$ cat src/rtl/cdc_fifo_rptr_empty_pkg.sv
// Shared Gray-code helpers for the dual-clock FIFO pointer logic.
// Both sides of the FIFO call these, so they encode and decode pointers the same way.
package cdc_fifo_rptr_empty_pkg;

    localparam int GRAY_MAX_W = 32;

    // Callers zero-extend narrower pointers and truncate the result.
    // Zero upper bits leave the low bits unchanged, so one definition serves any width.
    function automatic logic [GRAY_MAX_W-1:0] bin2gray(input logic [GRAY_MAX_W-1:0] bin);
        return bin ^ (bin >> 1);
    endfunction

    function automatic logic [GRAY_MAX_W-1:0] gray2bin(input logic [GRAY_MAX_W-1:0] gray);
        logic [GRAY_MAX_W-1:0] bin;
        bin[GRAY_MAX_W-1] = gray[GRAY_MAX_W-1];
        for (int i = GRAY_MAX_W - 2; i >= 0; i--) begin
            bin[i] = bin[i+1] ^ gray[i];
        end
        return bin;
    endfunction

endpackage

$ cat src/rtl/cdc_fifo_gray_ctr.sv
// Binary and Gray register pair that advances by one when enabled.
// The next-state values are exported so that flag logic can look one edge ahead.
module cdc_fifo_gray_ctr
    import cdc_fifo_rptr_empty_pkg::*;
#(
    parameter int W = 5
) (
    input  logic         clk_i,
    input  logic         rst_ni,
    input  logic         en_i,
    output logic [W-2:0] addr_o,
    output logic [W-1:0] gray_o,
    output logic [W-1:0] bin_next_o,
    output logic [W-1:0] gray_next_o
);

    logic [W-1:0] bin_q, bin_d;
    logic [W-1:0] gray_q, gray_d;

    // The binary value rolls over naturally, and the MSB acts as the wrap bit.
    always_comb begin
        bin_d  = bin_q + W'(en_i);
        gray_d = W'(bin2gray(GRAY_MAX_W'(bin_d)));
    end

    always_ff @(posedge clk_i or negedge rst_ni) begin
        if (!rst_ni) begin
            bin_q  <= '0;
            gray_q <= '0;
        end else begin
            bin_q  <= bin_d;
            gray_q <= gray_d;
        end
    end

    assign addr_o      = bin_q[W-2:0];
    assign gray_o      = gray_q;
    assign bin_next_o  = bin_d;
    assign gray_next_o = gray_d;

endmodule

$ cat src/rtl/cdc_fifo_rptr_empty.sv
// Read-domain pointer, RAM address, empty and almost-empty flags, and occupancy for the dual-clock FIFO.
// Every output is registered on r_clk.
module cdc_fifo_rptr_empty
    import cdc_fifo_rptr_empty_pkg::*;
#(
    parameter int ADDR_SIZE = 4
) (
    input  logic                 r_clk,
    input  logic                 r_rst_n,
    input  logic                 r_inc,
    input  logic [ADDR_SIZE:0]   r_q2_wptr,
    output logic                 r_almost_empty,
    output logic                 r_empty,
    output logic [ADDR_SIZE:0]   r_ptr,
    output logic [ADDR_SIZE-1:0] r_addr,
    output logic [ADDR_SIZE:0]   r_count
);

    localparam int PW = ADDR_SIZE + 1;

    logic          r_pop;
    logic [PW-1:0] r_bin_d;
    logic [PW-1:0] r_gray_d;
    logic [PW-1:0] r_bin_ahead;
    logic [PW-1:0] r_gray_ahead;
    logic [PW-1:0] r_wbin;
    logic          r_empty_d, r_almost_empty_d;
    logic [PW-1:0] r_count_d;
    logic          r_empty_q, r_almost_empty_q;
    logic [PW-1:0] r_count_q;

    assign r_pop = r_inc & ~r_empty_q;

    cdc_fifo_gray_ctr #(
        .W (PW)
    ) u_rptr (
        .clk_i       (r_clk),
        .rst_ni      (r_rst_n),
        .en_i        (r_pop),
        .addr_o      (r_addr),
        .gray_o      (r_ptr),
        .bin_next_o  (r_bin_d),
        .gray_next_o (r_gray_d)
    );

    // Add one at pointer width before Gray-encoding, so that the look-ahead wraps with the pointer.
    always_comb begin
        r_bin_ahead      = r_bin_d + PW'(1);
        r_gray_ahead     = PW'(bin2gray(GRAY_MAX_W'(r_bin_ahead)));
        r_wbin           = PW'(gray2bin(GRAY_MAX_W'(r_q2_wptr)));
        r_empty_d        = (r_gray_d == r_q2_wptr);
        r_almost_empty_d = r_empty_d | (r_gray_ahead == r_q2_wptr);
        r_count_d        = r_wbin - r_bin_d;
    end

    always_ff @(posedge r_clk or negedge r_rst_n) begin
        if (!r_rst_n) begin
            r_empty_q        <= 1'b1;
            r_almost_empty_q <= 1'b1;
            r_count_q        <= '0;
        end else begin
            r_empty_q        <= r_empty_d;
            r_almost_empty_q <= r_almost_empty_d;
            r_count_q        <= r_count_d;
        end
    end

    assign r_empty        = r_empty_q;
    assign r_almost_empty = r_almost_empty_q;
    assign r_count        = r_count_q;

endmodule

$ cat config.mk
export PLATFORM = sky130hd
export DESIGN_NAME = cdc_fifo_rptr_empty
export DESIGN_NICKNAME = d
export VERILOG_FILES = /design/src/rtl/cdc_fifo_rptr_empty_pkg.sv /design/src/rtl/cdc_fifo_gray_ctr.sv /design/src/rtl/cdc_fifo_rptr_empty.sv
export SDC_FILE = /design/constraint.sdc
export NUM_CORES = 1
export LEC_CHECK = 0
export BUFFER_PORTS_ARGS = -buffer_cell sky130_fd_sc_hd__buf_2
export CAP_MARGIN = 20
export CORE_MARGIN = 5
export CORE_UTILIZATION = 41
export DETAILED_ROUTE_END_ITERATION = 12
export HOLD_SLACK_MARGIN = 0.12
export PLACE_DENSITY = 0.74
export SETUP_SLACK_MARGIN = 0.02
export SLEW_MARGIN = 20
export SYNTH_ARGS = -nofsm -noshare
export SYNTH_HDL_FRONTEND = slang
export SYNTH_SLANG_ARGS = --single-unit
$ cat constraint.sdc
create_clock -name r_clk -period 2.97 [get_ports r_clk]
set_input_delay 0.594 -clock r_clk [delete_from_list [all_inputs] [get_ports r_clk]]
set_output_delay 0.594 -clock r_clk [all_outputs]
set_load 0.05 [all_outputs]
==> results by group, run 1 <==
Global route
  – All-layer global routing usage: 12.8%
  – Largest net degree at the start of global routing: 17
  – Vias in the first global route: 778
  – First-pass GRT wire length: 3.42 mm
  – GR Overflow Total: 0
  – Antenna violations before repair: 0

Floorplan
  – Chip width: 58.8 um
  – DIE AREA: 0.00345 mm^2
  – IO Pins: 24
  – Core footprint: 0.00223 mm^2
  – Die Y: 58.8 um
  – Starting density of the core: 43.6%
  – Num rows: 17

Detailed routing
  – DR iter-0 viols: 2
  – Post-Route WL: 1.86 mm
  – Vias per cell: 4.73
  – Post-route ant nets: 0
  – Pre-Repair DR Iteration Count: 3
  – Vias: 677
  – DR WL/cell: 13.0 um
  – Residual DRC count: 0

Placed design
  – I/O Buffers: 23
  – RD Place Congestion: 0.761
  – Hpwl dp: 1.50 mm

Synthesis
  – Post-synth EDFFs: 0
  – Post-synthesis cell area: 975 um^2
  – Distinct cell type count after synthesis: 27
  – Yosys reg bits: 16
  – Ys async rst share: 100%
  – Synth warn: 0
  – Register area share after synthesis: 41.3%
  – Synth area leaders: dfrtp_1, xnor2_1, ha_1
  – Syn_area_per_cell: 11.3 um^2
  – Synthesized instance count: 86
  – Synthesized net count: 102
  – Area leader, netlist: dfrtp_1
  – Yosys top cell area share: 35.9%
  – Post-synth top flop: dfrtp_1

Clock tree
  – Root Driver: clkbuf_4
  – H-tree levels: 1
  – CTS tree: yes
  – Max Root-Sink Buffers: 2
  – CTS resizes: 0
  – Worst-path clk slew: 0.09 ns
  – CTS Buf Count: 3
  – CTS Hold Bufs: 0
  – Clk_lat worst skew: 0.28 ns
  – Post-CTS setup buffers: 0
  – # clock sinks: 16

Min path
  – Hold crit path type: in2async

STA
  – Maximum clock frequency: 377 MHz
  – Post-layout min period: 2.65 ns
  – Pin slew with the least headroom to its limit: 0.364 ns
  – Max-slew violation count: 0
  – Setup repair after global routing missed its margin: no
  – Slew margin rel.: 75.8%
  – Period utilization: 89.3%
  – Final Hold Violating Endpoints: 0
  – Clock skew after layout: 0.00377 ns
  – Final setup violation count: 0
  – Setup TNS Final: 0 ns

Layout
  – Core Util, Final: 52.9%
  – NumNets Final: 132
  – Layout cells sized above 1: 35.7%
  – Area grow syn2layout: 21.3%
  – Antenna cell count: 0
  – Most frequent cells in the layout: buf_2, dfrtp_1, xnor2_1
  – Filler Cell Count: 212
  – Commonest non-fill, non-tap cell in the layout: buf_2

Critical path
  – Worst Path Max Fanout: 3
  – Worst setup SP type: input pin
  – WP data arrival: 2.86 ns
  – Worst Path Required: 3.18 ns
  – CP Class: in2reg
  – Setup crit end kind: flip-flop

Flow run
  – Max cap viols: 0

Status
  – Status: complete, no violations
[layer usage]
| metal | track usage (%) | vias up | share of wire [%] |
|---|---|---|---|
| li1 | - | 344 | - |
| met1 | 16.2 | 318 | 44 |
| met2 | 21.6 | 13 | 51 |
| met3 | 2.41 | 2 | 4.6 |
| met4 | 4.53 | 0 | 0.70 |
| met5 | 0 | - | 0 |
[final cells by class]
type,count,area [um^2],share of cell area (%)
multi-input cells,61,537,45.4
repair buffers,27,145,12.3
clock buffers,4,36.3,3.07
inverters,7,26.3,2.22
flip-flops and latches,16,403,34.1
well taps,28,35.0,2.96
[logic make-up (layout without fill, tap and decap cells)]
group | count (synthesis) | count (layout) | share of synthesized area, %
xor gates and xnor gates | 24 | 24 | 25.8
DFF | 16 | 16 | 41.3
buffers and inverters | 9 | 38 | 3.59
AOI/OAI and AO/OA | 9 | 9 | 5.90
adders and majority gates | 8 | 8 | 11.0
muxes | 2 | 2 | 2.05
and+or+nand+nor | 18 | 18 | 10.3
[flip-flops by register name, indices dropped and copies added, names as in the netlist]
| name | cells |
|---|---|
| u_rptr.bin_q | 5 |
| r_count | 5 |
| r_almost_empty | 1 |
| u_rptr.gray_o | 4 |
| r_empty | 1 |
[final timing paths]
| check | startpoint | end | slack [ns] | cells past startpoint |
|---|---|---|---|---|
| setup / recovery | r_q2_wptr[3] | r_count[4]$_DFF_PN0_ | 0.32 | 12 |
| hold / removal | r_rst_n | u_rptr.bin_q[0]$_DFF_PN0_ | 0.21 | 1 |
| setup reg to reg | r_empty$_DFF_PN1_ | r_almost_empty$_DFF_PN1_ | 0.51 | 11 |
| hold reg to reg | u_rptr.bin_q[4]$_DFF_PN0_ | u_rptr.bin_q[4]$_DFF_PN0_ | 0.64 | 2 |
| max in group asynchronous | r_rst_n | r_empty$_DFF_PN1_ | 2.45 | 1 |
| min in group r_clk | u_rptr.bin_q[4]$_DFF_PN0_ | u_rptr.bin_q[4]$_DFF_PN0_ | 0.64 | 2 |
[critical path, cell delays in order]
cell     delay (ns)
buf_2          0.13
xor2_1         0.23
xor2_1         0.25
xor2_1         0.24
xnor2_1        0.15
ha_1           0.17
inv_1          0.06
fa_1           0.41
a21o_1         0.18
a21oi_1        0.17
xnor2_1        0.15
xnor2_1        0.13
[stage by stage]
stage                     cell area [um^2]  hold slack (ns)  std cells  setup slack, ns
after floorplan                        975            0.298         86            0.246
after global placement                1150            0.521        139           0.0197
after detailed placement              1150            0.529        139           0.0209
after CTS                             1180            0.215        143            0.298
after global routing                  1180            0.223        143            0.121
final                                 1180            0.210        143            0.318
[Yosys cell counts (2+ instances only)]
cell      n
a21o_1    2
a21oi_1   4
dfrtp_1  14
dfstp_2   2
ha_1      7
inv_1     6
mux2i_1   2
nand2_1   4
nand3_1   4
nor2_1    4
xnor2_1  11
xor2_1    9
xor2_2    3
Power of run 1 is not shown: default switching activity piles up to over one toggle a cycle in this logic, so the estimate is an artifact.
==> run 2: changes to the inputs <==
--- a/config.mk
+++ b/config.mk
@@ -5,6 +5,7 @@
 export SDC_FILE = /design/constraint.sdc
 export NUM_CORES = 1
 export LEC_CHECK = 0
+export ABC_AREA = 1
 export BUFFER_PORTS_ARGS = -buffer_cell sky130_fd_sc_hd__buf_2
 export CAP_MARGIN = 20
 export CORE_MARGIN = 5
==> run 2 against run 1 <==
  * Synthesized area grew 5.6%
  * Cell area grew 3.1%
  * Sequential share of layout area shrank 1.0 points
  * Critical endpoint unchanged
  * Setup slack gained 0.27 ns
  * Largest cell class unchanged
  * Global-route usage grew 0.67 points
  * Hold slack lost 0.0088 ns
  * Die area grew 4.7%
  * Register-to-register slack gained 0.08 ns
  * Non-clock buffer count shrank 4
  * Sequential cell count is the same
  * Synthesized cell count grew 55%
  * Cell count grew 33%
==> results by group, run 2 <==
Placed design
  – Hpwl dp: 1.78 mm (+18%)
  – I/O Buffers: 23 (unchanged)
  – RD Place Congestion: 0.870 (+14%)

Critical path
  – CP startpoint: r_empty$_DFF_PN1_
  – Worst Path Max Fanout: 7 (+4)
  – Setup slack, reg-to-reg: 0.59 ns (+0.08 ns)
  – Worst Path Required: 3.17 ns (about the same)
  – CP Class: reg2reg
  – FF-to-FF Start: r_empty$_DFF_PN1_
  – Worst setup SP type: flip-flop
  – Worst R2R End: r_count[4]$_DFF_PN0_
  – Setup crit end kind: flip-flop
  – Reg2Reg Depth: 8 (-3)
  – WP data arrival: 2.58 ns (-0.28 ns)
  – CP Capture Point: r_count[4]$_DFF_PN0_

STA
  – Pin slew with the least headroom to its limit: 0.325 ns (-0.0388 ns)
  – Maximum clock frequency: 420 MHz (+12%)
  – Period utilization: 80.1% (-9.2 points)
  – Final Hold Violating Endpoints: 0 (unchanged)
  – Post-layout min period: 2.38 ns (-0.274 ns)
  – Setup TNS Final: 0 ns (unchanged)
  – Setup repair after global routing missed its margin: no
  – Clock skew after layout: 0.000689 ns (-0.00308 ns)
  – Slew margin rel.: 78.3% (+2.6 points)
  – Max-slew violation count: 0 (unchanged)
  – Final setup violation count: 0 (unchanged)

Detailed routing
  – Residual DRC count: 0 (unchanged)
  – Post-Route WL: 2.09 mm (+13%)
  – DR iter-0 viols: 31 (+29)
  – Pre-Repair DR Iteration Count: 4 (+1)
  – Vias: 935 (+38%)
  – Post-route ant nets: 0 (unchanged)
  – Vias per cell: 4.92 (+3.9%)
  – DR WL/cell: 11.0 um (-15%)

Synthesis
  – Yosys top cell area share: 34.0% (-1.9 points)
  – Synthesized instance count: 133 (+55%)
  – Post-synth EDFFs: 0 (unchanged)
  – Ys async rst share: 100% (unchanged)
  – Area leader, netlist: dfrtp_1
  – Yosys reg bits: 16 (unchanged)
  – Post-synth top flop: dfrtp_1
  – Post-synthesis cell area: 0.00103 mm^2 (+5.6%)
  – Register area share after synthesis: 39.1% (-2.2 points)
  – Distinct cell type count after synthesis: 18 (-33%)
  – Synth area leaders: dfrtp_1, nand2_1, ha_1
  – Synth warn: 0 (unchanged)
  – Syn_area_per_cell: 7.74 um^2 (-32%)
  – Top-count cell post-synth: nand2_1
  – Synthesized net count: 149 (+46%)
  – Post-synth top cells: nand2_1, inv_1, dfrtp_1

Global route
  – Most Used Layer, Global Route: met2
  – Vias in the first global route: 869 (+12%)
  – GR Overflow Total: 0 (unchanged)
  – First-pass GRT wire length: 3.68 mm (+7.5%)
  – Largest net degree at the start of global routing: 17 (unchanged)
  – GR met2 Demand/Resource: 23.8% (+2.2 points)
  – Grt met3 use: 1.08% (-1.3 points)
  – GRT met1 Usage: 15.8% (-0.39 points)
  – Antenna violations before repair: 0 (unchanged)
  – All-layer global routing usage: 13.5% (+0.67 points)

Floorplan
  – DIE AREA: 0.00361 mm^2 (+4.7%)
  – Starting density of the core: 42.3% (-1.3 points)
  – Num rows: 18 (+1)
  – Chip width: 60.1 um (+2.3%)
  – Core footprint: 0.00243 mm^2 (+8.9%)
  – IO Pins: 24 (unchanged)
  – Die Y: 60.1 um (+2.3%)

Layout
  – Commonest non-fill, non-tap cell in the layout: nand2_1
  – Layout cells sized above 1: 27.5% (-8.2 points)
  – NumNets Final: 177 (+34%)
  – Most frequent cells in the layout: nand2_1, buf_2, inv_1
  – Antenna cell count: 0 (unchanged)
  – Area grow syn2layout: 18.3%

Clock tree
  – Worst-path clk slew: 0.08 ns (about the same)
  – Post-CTS setup buffers: 0 (unchanged)
  – Root Driver: clkbuf_4
  – CTS Buf Count: 3 (unchanged)
  – # clock sinks: 16 (unchanged)
  – CTS resizes: 0 (unchanged)
  – Max Root-Sink Buffers: 2 (unchanged)
  – Clk_lat worst skew: 0.27 ns (about the same)
  – CTS Hold Bufs: 0 (unchanged)
  – H-tree levels: 1 (unchanged)
  – CTS tree: yes

Flow run
  – Max cap viols: 0 (unchanged)

Min path
  – Hold crit path type: in2async

Status
  – Status: complete, no violations
-- run 2: routing by layer --
metal  routed length, um  share of wire [%]
met5                   0                  0
met4                  25                1.2
met3                 142                6.8
met2                1060                 51
met1                 863                 41
-- run 2: critical path, stage by stage, from the launching register on --
cell and delay (ns):
dfstp_2 0.53, nor2_1 0.05, ha_1 0.21, ha_1 0.44, inv_1 0.14, fa_1 0.47, a21o_1 0.18, a21oi_1 0.14
xor2_1 0.15
-- run 2: layout make-up --
class,instances,area (um^2)
Sequential cell,16,403
Multi-Input combinational cell,96,546
Inverter,21,81.3
Fill cell,239,1210
Timing Repair Buffer,23,115
Clock buffer,4,36.3
Tap cell,30,37.5
-- run 2: kinds of logic (layout without fill, tap and decap cells) --
logic type,count (synthesis),count (layout),synth area share (%)
compound gates,8,8,4.13
simple gates,73,73,32.4
flops,16,16,39.1
fa+ha+maj,8,8,10.4
buf+inv,21,48,7.90
xor+xnor,7,7,5.95
-- run 2: how the worst min path moves through the flow --
stage | startpoint | endpoint | slack, ns | cells after the start
after floorplan | r_rst_n | r_count[0]$_DFF_PN0_ | 0.30 | 0
after global placement | r_rst_n | r_count[1]$_DFF_PN0_ | 0.51 | 1
after detailed placement | r_rst_n | r_count[1]$_DFF_PN0_ | 0.51 | 1
after CTS | r_rst_n | r_count[1]$_DFF_PN0_ | 0.20 | 1
after global routing | r_rst_n | r_count[1]$_DFF_PN0_ | 0.22 | 1
final | r_rst_n | r_count[1]$_DFF_PN0_ | 0.20 | 1
-- run 2: metrics by stage --
stage,setup WS [ns],instance area [um^2],cells,util [%],hold slack [ns]
floorplan,0.553,1030,133,-,0.298
global placement,0.402,1180,186,48.6,0.509
detailed placement,0.317,1180,186,48.6,0.511
CTS,0.581,1220,190,50.1,0.205
global route,0.414,1220,190,50.1,0.216
finish,0.592,1220,190,50.1,0.202
Power of run 2 is left out for the same reason.
==> run 3: changes to the inputs <==
==> constraint.sdc (replaced) <==
create_clock -name r_clk -period 2.4 [get_ports r_clk]
set_input_delay 0.48 -clock r_clk [delete_from_list [all_inputs] [get_ports r_clk]]
set_output_delay 0.48 -clock r_clk [all_outputs]
set_load 0.05 [all_outputs]
==> run 3 against run 2 <==
  * Global-route usage about the same
  * Non-clock buffer count grew 7
  * Register-to-register slack worse by 0.40 ns
  * Core utilization rose by 3.2 points
  * First-iteration DRC count increased by 81%
  * Maximum frequency rose by 7.5%
  * Hold slack improved by 0.41 ns
==> results by group, run 3 (same netlist as run 2, synthesis figures left out) <==
STA
  – Final setup violation count: 0 (unchanged)
  – Clock skew after layout: 0.00300 ns (+0.00231 ns)
  – Setup repair after global routing missed its margin: no
  – Max-slew violation count: 0 (unchanged)
  – Slew margin rel.: 78.2% (-0.17 points)
  – Post-layout min period: 2.21 ns (-0.167 ns)
  – Period utilization: 92.1% (+12 points)
  – Pin slew with the least headroom to its limit: 0.327 ns (+0.00258 ns)
  – Maximum clock frequency: 452 MHz (+7.5%)
  – Final Hold Violating Endpoints: 0 (unchanged)

Layout
  – Antenna cell count: 0 (unchanged)
  – Commonest non-fill, non-tap cell in the layout: nand2_1
  – Post-route cell area: 0.00130 mm^2 (+6.5%)
  – Most frequent cells in the layout: nand2_1, buf_2, inv_1
  – Layout cells sized above 1: 31.1% (+3.6 points)
  – NumNets Final: 184 (+4.0%)
  – Area grow syn2layout: 26.0%

Floorplan
  – Chip width: 60.1 um (unchanged)
  – Num rows: 18 (unchanged)
  – Die Y: 60.1 um (unchanged)
  – Core footprint: 0.00243 mm^2 (unchanged)
  – DIE AREA: 0.00361 mm^2 (unchanged)
  – Starting density of the core: 42.3% (unchanged)
  – IO Pins: 24 (unchanged)

Critical path
  – Cell family with most CP delay: adder cells
  – Delay of the slowest critical-path stage: 0.53 ns (about the same)
  – CP Class: reg2reg
  – CP Buf/Inv Count: 2 (+1)
  – WP data arrival: 2.44 ns (-0.14 ns)
  – Worst Path Required: 2.63 ns (-0.54 ns)
  – Worst setup SP type: flip-flop
  – CP max-delay cell: dfstp_2
  – Setup crit end kind: flip-flop
  – Crit-path cells: nor2_1 -> ha_2 -> ha_4 -> inv_1 -> nand2_4 -> nand2_8 -> inv_4 -> ha_1 -> xor2_1 -> a21oi_1 -> o21ai_1 -> nor2_1 -> nand2_1 -> nand2_1
  – Worst Path Max Fanout: 7 (unchanged)

Min path
  – Hold crit path type: in2reg

Clock tree
  – Root Driver: clkbuf_4
  – Max Root-Sink Buffers: 2 (unchanged)
  – H-tree levels: 1 (unchanged)
  – # clock sinks: 16 (unchanged)
  – Clk_lat worst skew: 0.28 ns (about the same)
  – CTS Buf Count: 3 (unchanged)
  – CTS tree: yes
  – Worst-path clk slew: 0.08 ns (about the same)

Placed design
  – Hpwl dp: 1.85 mm (+3.8%)
  – RD Place Congestion: 0.879 (+1.0%)
  – Post-DP Area: 0.00124 mm^2 (+4.9%)
  – I/O Buffers: 23 (unchanged)

Global route
  – Vias in the first global route: 874 (+0.58%)
  – GR met2 Demand/Resource: 22.7% (-1.1 points)
  – Grt met3 use: 1.51% (+0.43 points)
  – First-pass GRT wire length: 3.66 mm (-0.38%)
  – Most Used Layer, Global Route: met2
  – GR Overflow Total: 0 (unchanged)
  – GRT met1 Usage: 16.1% (+0.31 points)
  – All-layer global routing usage: 13.4% (-0.033 points)
  – Antenna violations before repair: 0 (unchanged)
  – Largest net degree at the start of global routing: 17 (unchanged)

Detailed routing
  – DR iter-0 viols: 56 (+81%)
  – Post-route ant nets: 0 (unchanged)
  – Pre-Repair DR Iteration Count: 4 (unchanged)
  – DR WL/cell: 11.0 um (-0.14%)
  – Post-Route WL: 2.17 mm (+3.5%)
  – Residual DRC count: 0 (unchanged)
  – Vias: 953 (+1.9%)
  – Vias per cell: 4.84 (-1.7%)

Status
  – Status: complete, no violations

Flow run
  – Max cap viols: 0 (unchanged)
[run 3: cell types whose count changed in the layout (fill, tap and decap cells not counted), sizes merged]
cell,delta
dlygate4sd3,+1
buf,+6
[run 3: through the flow]
| stage | cells | hold slack (ns) | setup slack, ns | TNS (ns) | util, % |
|---|---|---|---|---|---|
| final | 197 | 0.608 | 0.188 | 0 | 53.3 |
| after global routing | 197 | 0.622 | 0.0243 | 0 | 53.3 |
| after CTS | 197 | 0.596 | 0.116 | 0 | 52.9 |
| after detailed placement | 192 | 0.394 | -0.112 | -0.112 | 51.0 |
| after global placement | 192 | 0.396 | -0.00891 | -0.00891 | 51.0 |
| after floorplan | 133 | 0.184 | 0.0712 | 0 | - |
[run 3: cell type report]
type                            count  area [um^2]
Timing Repair Buffer               30          170
Multi-Input combinational cell     96          569
Clock buffer                        4         36.3
Fill cell                         233         1130
Tap cell                           30         37.5
Sequential cell                    16          403
Inverter                           21         81.3
[run 3: routing by layer]
layer | routed length [um] | up-vias
met1 | 895 | 428
met2 | 1090 | 27
li1 | - | 492
met5 | 0 | -
met4 | 61 | 0
met3 | 115 | 6
[run 3: worst reg2reg max path, delay by kind of cell, from the launching register on]
| kind | cells | cell delay (ns) |
|---|---|---|
| flops | 1 | 0.53 |
| buf+inv | 2 | 0.13 |
| xor+xnor | 1 | 0.15 |
| simple gates | 6 | 0.47 |
| compound gates | 2 | 0.20 |
| fa+ha+maj | 3 | 0.69 |
[run 3: timing repair]
action | 4_1_cts | 5_1_grt
gates resized for setup | 0 | 2
hold buffers | 1 | 0
endpoints found under the hold margin | 14 | 0
setup endpoints to repair | 0 | 2
buffers inserted | 0 | 0
[run 3: final timing paths]
check / startpoint / endpoint / slack (ns) / depth (start not counted)
setup / recovery: r_empty$_DFF_PN1_ / r_almost_empty$_DFF_PN1_ / 0.19 / 14
min in group asynchronous: r_rst_n / u_rptr.bin_q[0]$_DFF_PN0_ / 0.62 / 2
max in group asynchronous: r_rst_n / r_almost_empty$_DFF_PN1_ / 1.49 / 2
hold reg to reg: u_rptr.bin_q[0]$_DFF_PN0_ / u_rptr.bin_q[0]$_DFF_PN0_ / 0.64 / 1
setup reg to reg: r_empty$_DFF_PN1_ / r_almost_empty$_DFF_PN1_ / 0.19 / 14
hold / removal: r_q2_wptr[0] / r_count[0]$_DFF_PN0_ / 0.61 / 5
Power of run 3 is left out for the same reason.
